$ cat src/rtl/iomem_timer_if.sv
// iomem bus bundle between the CPU (master) and a memory-mapped peripheral (slave).
interface iomem_if;
  logic        valid;
  logic        ready;
  logic [3:0]  wstrb;
  logic [31:0] addr;
  logic [31:0] wdata;
  logic [31:0] rdata;

  modport master (output valid, wstrb, addr, wdata, input ready, rdata);
  modport slave  (input valid, wstrb, addr, wdata, output ready, rdata);
endinterface

$ cat src/rtl/iomem_timer.sv
// Memory-mapped down-counting timer with prescaler, one-shot/auto-reload modes
// and a write-1-to-clear pending flag driving a level interrupt.
module iomem_timer #(
  parameter logic [31:0] BASE_ADDR      = 32'h0300_0000,
  parameter int unsigned PRESCALE_WIDTH = 16
) (
  input  logic   clk,
  input  logic   sreset,
  iomem_if.slave iomem,
  output logic   irq
);

  localparam logic [2:0] OFF_CTRL     = 3'd0;
  localparam logic [2:0] OFF_PRESCALE = 3'd1;
  localparam logic [2:0] OFF_RELOAD   = 3'd2;
  localparam logic [2:0] OFF_COUNT    = 3'd3;
  localparam logic [2:0] OFF_STATUS   = 3'd4;
  localparam logic [2:0] OFF_NONE     = 3'd7;

  function automatic logic [31:0] merge_lanes(input logic [31:0] old_val,
                                              input logic [31:0] new_val,
                                              input logic [3:0]  strb);
    logic [31:0] res;
    res = old_val;
    for (int i = 0; i < 4; i++) begin
      if (strb[i]) res[8*i +: 8] = new_val[8*i +: 8];
      else         res[8*i +: 8] = old_val[8*i +: 8];
    end
    return res;
  endfunction

  logic                      enable_r, auto_reload_r, irq_en_r, pending_r;
  logic [PRESCALE_WIDTH-1:0] prescale_r, pcnt_r;
  logic [31:0]               reload_r, count_r, rdata_r;
  logic                      ready_r, done_r, irq_r;

  logic                      enable_n, auto_reload_n, irq_en_n, pending_n;
  logic [PRESCALE_WIDTH-1:0] prescale_n, pcnt_n;
  logic [31:0]               reload_n, count_n;

  logic        sel_s, ack_s, wr_s, tick_s, expire_s;
  logic [2:0]  offset_s;
  logic [31:0] prescale_ext_s, rd_val_s, wmerge_s;
  logic        unused_s;

  assign unused_s       = ^iomem.addr[1:0];
  assign sel_s          = iomem.valid && (iomem.addr[31:5] == BASE_ADDR[31:5]);
  // done_r blocks a second ack while the same request is still held
  assign ack_s          = sel_s && !ready_r && !done_r;
  assign wr_s           = ack_s && (iomem.wstrb != 4'b0000);
  assign offset_s       = iomem.addr[4:2];
  assign prescale_ext_s = 32'(prescale_r);
  assign tick_s         = enable_r && (pcnt_r == prescale_r);
  assign expire_s       = tick_s && (count_r == 32'd0);
  assign wmerge_s       = merge_lanes(rd_val_s, iomem.wdata, iomem.wstrb);

  assign iomem.ready = ready_r;
  assign iomem.rdata = rdata_r;
  assign irq         = irq_r;

  // Register read multiplexer
  always_comb begin
    rd_val_s = 32'd0;
    case (offset_s)
      OFF_CTRL:     rd_val_s = {29'd0, irq_en_r, auto_reload_r, enable_r};
      OFF_PRESCALE: rd_val_s = prescale_ext_s;
      OFF_RELOAD:   rd_val_s = reload_r;
      OFF_COUNT:    rd_val_s = count_r;
      OFF_STATUS:   rd_val_s = {31'd0, pending_r};
      default:      rd_val_s = 32'd0;
    endcase
  end

  // Next-state: timer tick effects first, then bus writes override them
  always_comb begin
    enable_n      = enable_r;
    auto_reload_n = auto_reload_r;
    irq_en_n      = irq_en_r;
    prescale_n    = prescale_r;
    reload_n      = reload_r;
    count_n       = count_r;
    pending_n     = pending_r;
    pcnt_n        = (enable_r && !tick_s) ? (pcnt_r + PRESCALE_WIDTH'(1)) : '0;

    if (expire_s) begin
      pending_n = 1'b1;
      if (auto_reload_r) count_n = reload_r;
      else               enable_n = 1'b0;
    end else if (tick_s) begin
      count_n = count_r - 32'd1;
    end else begin
      count_n = count_r;
    end

    // Non-write cycles fall through to default via OFF_NONE
    case (wr_s ? offset_s : OFF_NONE)
      OFF_CTRL: begin
        enable_n      = iomem.wstrb[0] ? iomem.wdata[0] : enable_n;
        auto_reload_n = iomem.wstrb[0] ? iomem.wdata[1] : auto_reload_n;
        irq_en_n      = iomem.wstrb[0] ? iomem.wdata[2] : irq_en_n;
      end
      OFF_PRESCALE: prescale_n = wmerge_s[PRESCALE_WIDTH-1:0];
      OFF_RELOAD:   reload_n   = wmerge_s;
      OFF_COUNT:    count_n    = wmerge_s;
      OFF_STATUS:   pending_n  = pending_n && !(iomem.wstrb[0] && iomem.wdata[0] && !expire_s);
      default:      reload_n   = reload_r;
    endcase
  end

  // State and registered bus/irq outputs
  always_ff @(posedge clk) begin
    if (sreset) begin
      enable_r      <= 1'b0;
      auto_reload_r <= 1'b0;
      irq_en_r      <= 1'b0;
      pending_r     <= 1'b0;
      prescale_r    <= '0;
      pcnt_r        <= '0;
      reload_r      <= 32'd0;
      count_r       <= 32'd0;
      rdata_r       <= 32'd0;
      ready_r       <= 1'b0;
      done_r        <= 1'b0;
      irq_r         <= 1'b0;
    end else begin
      enable_r      <= enable_n;
      auto_reload_r <= auto_reload_n;
      irq_en_r      <= irq_en_n;
      pending_r     <= pending_n;
      prescale_r    <= prescale_n;
      pcnt_r        <= pcnt_n;
      reload_r      <= reload_n;
      count_r       <= count_n;
      rdata_r       <= ack_s ? rd_val_s : 32'd0;
      ready_r       <= ack_s;
      done_r        <= iomem.valid && (done_r || ready_r);
      irq_r         <= pending_r && irq_en_r;
    end
  end

endmodule

$ cat src/flat_wrapper.sv
// flat-port wrapper written by rule: the top's interface ports become plain ports
module iomem_timer_flat 
#(
  parameter logic [31:0] BASE_ADDR      = 32'h0300_0000,
  parameter int unsigned PRESCALE_WIDTH = 16
)
  (clk, sreset, irq, iomem_valid, iomem_wstrb, iomem_addr, iomem_wdata, iomem_ready, iomem_rdata);
  iomem_if iomem_i ();
  input  logic clk;
  input  logic sreset;
  output logic irq;
  input wire logic [$bits(iomem_i.valid)-1:0] iomem_valid;
  input wire logic [$bits(iomem_i.wstrb)-1:0] iomem_wstrb;
  input wire logic [$bits(iomem_i.addr)-1:0] iomem_addr;
  input wire logic [$bits(iomem_i.wdata)-1:0] iomem_wdata;
  output wire logic [$bits(iomem_i.ready)-1:0] iomem_ready;
  output wire logic [$bits(iomem_i.rdata)-1:0] iomem_rdata;
  assign iomem_i.valid = iomem_valid;
  assign iomem_i.wstrb = iomem_wstrb;
  assign iomem_i.addr = iomem_addr;
  assign iomem_i.wdata = iomem_wdata;
  assign iomem_ready = iomem_i.ready;
  assign iomem_rdata = iomem_i.rdata;
  iomem_timer #(.BASE_ADDR(BASE_ADDR), .PRESCALE_WIDTH(PRESCALE_WIDTH)) u_core (.clk(clk), .sreset(sreset), .iomem(iomem_i), .irq(irq));
endmodule
$ cat config.mk
export PLATFORM = sky130hd
export DESIGN_NAME = iomem_timer_flat
export DESIGN_NICKNAME = d
export VERILOG_FILES = /design/src/rtl/iomem_timer_if.sv /design/src/rtl/iomem_timer.sv /design/src/flat_wrapper.sv
export SDC_FILE = /design/constraint.sdc
export NUM_CORES = 1
export LEC_CHECK = 0
export BUFFER_PORTS_ARGS = -buffer_cell sky130_fd_sc_hd__buf_2
export CAP_MARGIN = 40
export CORE_MARGIN = 2
export CORE_UTILIZATION = 52
export CTS_CLUSTER_DIAMETER = 120
export DETAILED_ROUTE_END_ITERATION = 8
export GPL_ROUTABILITY_DRIVEN = 0
export HOLD_SLACK_MARGIN = 0.15
export PLACE_DENSITY = 0.77
export SYNTH_ARGS = -nofsm -noshare
export SYNTH_HDL_FRONTEND = slang
export SYNTH_SLANG_ARGS = --single-unit
$ cat constraint.sdc
create_clock -name clk -period 2.7 [get_ports clk]
set_input_delay 0.27 -clock clk [delete_from_list [all_inputs] [get_ports clk]]
set_output_delay 0.27 -clock clk [all_outputs]
set_load 0.005 [all_outputs]
==> impl_metrics.py <==
metrics = {
    "clock_tree": {
        "cts.reportedPaths.clkPinSlew_ns": 0.06,
        "clock-root-buffer": "clkbuf_16",
        "htreeDepth": 4,
        "cts.sinks": 135,
        "cts_tree": "done",
        "numCtsBuffers": 17,
        "ctsLongestPathBuffers": 2,
        "clock_latency_ns": 0.43,
    },
    "yosys": {
        "yosys-top-cells-area": "dfxtp_1 (38%), nor2_1 (6.2%), mux2i_1 (5.7%)",
        "synthDistinctLibCells": 63,
        "synth_most_common_cell": "dfxtp_1",
        "async_flop_share_pct": 0,
        "synth_seq_cells": 135,
        "yosysSeqAreaShare_pct": 38.5,
        "synth_edf_count": 0,
        "syn_area_per_cell_um2": 8.26,
        "netlist_top_cells_count": "dfxtp_1 (135), nor2_1 (116), nand2_1 (94)",
        "synth_area_leader_cell": "dfxtp_1",
        "mappedNetlistNets": 924,
        "yosysWarnings": 0,
        "synth_top_cell_area_share_pct": 38.5,
        "synthFlopType": "dfxtp_1",
        "postSynthCellCount": 850,
        "netlist_area_um2": 7020,
    },
    "grt": {
        "antenna_found_initial": 0,
        "grt_pass1_vias": 6321,
        "grt_pass1_wl_mm": 32.0,
        "grt_usage_pct": 28.0,
        "overflow": 0,
        "grt_max_degree": 59,
    },
    "final_layout": {
        "design_area_um2": 8710,
        "diodes": 0,
        "fillerInstances": 1112,
        "regArea_um2": 2710,
        "multi_input_area_um2": 4050,
        "fin_nets": 1045,
        "area_growth_syn_to_layout_pct": 24.0,
        "drive_gt1_share_pct": 24.4,
        "fin_util_pct": 65.8,
    },
    "setup_path": {
        "cp_max_fo": 7,
        "crit_type": "flop to flop",
        "arrival_ns": 3.00,
        "cp_slowest_stage_delay_ns": 0.60,
        "crit_family": "simple AND/OR/NAND/NOR gates",
        "cp.required_ns": 2.99,
        "cpMaxStageDelayCell": "or4_4",
        "endpoint_kind": "flop",
        "start_kind": "flop",
        "crit_buf_inv": 2,
        "crit_chain": "or3_4 > or4_4 > or4_4 > o211ai_4 > buf_12 > buf_12 > a21oi_2 > o211ai_1 > a21oi_1",
    },
    "floorplanning": {
        "ios": 105,
        "die_area_um2": 14500,
        "dieWidth_um": 120,
        "start_util_pct": 53.0,
        "die_y_um": 120,
        "num_rows": 42,
        "core_area_um2": 13200,
    },
    "power": {
        "power.density_nw_per_um2": 524,
        "clkPwrFrac_pct": 52.1,
        "p_sw_share_pct": 22.0,
        "p_int_mw": 3.56,
        "vdd_drop_max_v": 0.000386,
        "sequentialPowerShare_pct": 43.6,
        "pwr-share-comb_pct": 4.3,
        "switchingPower_mw": 1.00,
        "p_leak_nw": 3.66,
    },
    "timing": {
        "min_period_over_period_pct": 101,
        "fin_crit_ns": 2.71,
        "setup_viol": 2,
        "rsz0062_at_grt": "true",
        "worst_pin_slew_ns": 0.917,
        "setup_ws_ns": -0.0146,
        "maxSlewHeadroom_pct": 38.6,
        "slew_violations": 0,
        "hold_viol_final": 0,
        "finClkSkew_ns": 0.00547,
        "fmax_ghz": 0.368,
    },
    "placement": {
        "post-dp-hpwl_mm": 13.7,
        "pre_cts_ws_ns": 0.0370,
        "io_buffer_count": 102,
        "place_area_um2": 7880,
    },
    "detailed_routing": {
        "routed_wl_mm": 20.9,
        "initialDrtViolationCount": 718,
        "wl_per_cell_um": 18.0,
        "drtPass1Iterations": 6,
        "viasPerCell": 6.06,
        "ant_nets": 0,
        "num_vias": 7030,
        "drc_errors": 0,
    },
    "hold_path": {
        "hold_class": "primary input to flop",
    },
    "status": {
        "status": "finished, violations left",
        "violations": "negative setup slack",
    },
    "flow_run": {
        "cap_violations": 0,
    },
}
## timing repair
item / CTS / global route
hold buffers: 4 / 0
setup buffers: 0 / 3
gates resized for setup: 0 / 11
endpoints found under the setup margin: 0 / 21
endpoints found under the hold margin: 4 / 0
## per-stage QoR
stage	std cells	hold slack [ns]	power [mW]	setup TNS (ns)
final	1160	0.167	4.57	-0.0154
after global routing	1160	0.185	4.68	-0.235
after CTS	1153	0.158	4.58	0
after detailed placement	1117	0.445	2.22	0
after global placement	1117	0.438	2.22	0
after floorplan	850	0.410	2.13	0
## worst min-delay path, cell delays in order
cell and delay [ns]:
buf_2 0.08, mux2i_1 0.09, o2bb2ai_1 0.13
## path summary, 6_finish.rpt
kind,startpoint,cells past startpoint,to,slack (ns)
max reg2reg,u_core.count_r[14],9,u_core.count_r[7],-0.01
max,u_core.count_r[14],9,u_core.count_r[7],-0.01
min reg2reg,u_core.reload_r[9],2,u_core.reload_r[9],0.46
min,iomem_wdata[17],3,u_core.count_r[17],0.17
## state kept, by name (all words and copies together), names as in the netlist, 16 cells and up
signal / count
u_core.reload_r: 32
u_core.count_r: 32
u_core.prescale_r: 16
u_core.iomem.rdata: 32
u_core.pcnt_r: 16
## layout by cell type, fill, tap and decap left out, types with 16 or more instances in the layout
cell,instances
a21oi_1,57
nor2_1,116
inv_1,16
clkbuf_16,21
buf_4,42
xnor2_1,26
dfxtp_1,133
a22oi_1,17
o21ai_0,22
mux2i_1,40
nand3_1,18
mux2_2,17
nor3_1,22
nand2_1,94
buf_2,102
## final cells by class
type | instances | area share, %
inverters | 17 | 0.733
multi-input cells | 643 | 46.5
flip-flops and latches | 135 | 31.1
clock buffers | 20 | 5.25
well taps | 176 | 2.53
clock inverters | 12 | 1.72
repair buffers | 157 | 12.2
## power by group through the flow
stage          Sequential [mW]  Clock (mW)  Combinational (mW)
2_1_floorplan             2.04           0              0.0936
3_3_place_gp              2.04           0               0.185
3_5_place_dp              2.04           0               0.187
4_1_cts                   1.99        2.39               0.192
5_1_grt                   1.99        2.48               0.211
6_report                  1.99        2.38               0.194
## logic make-up after synthesis
| logic type | count (synthesis) | synth area share, % |
|---|---|---|
| AND/OR/NAND/NOR | 348 | 24.0 |
| AO/OA/AOI/OAI | 198 | 18.9 |
| flip-flops | 135 | 38.5 |
| buffers and inverters | 72 | 4.60 |
| multiplexers | 59 | 9.07 |
| XOR/XNOR | 35 | 4.36 |
| adder cells (fa/ha/maj) | 3 | 0.534 |
## per-layer routing
metal / vias up / track usage (%) / routed length [um]
met5: - / 0 / 0
met1: 3262 / 37.4 / 8720
met3: 71 / 6.08 / 2090
li1: 3270 / - / -
met2: 427 / 43.7 / 9420
met4: 0 / 11.9 / 667
Power figures use the tool's default switching activity.
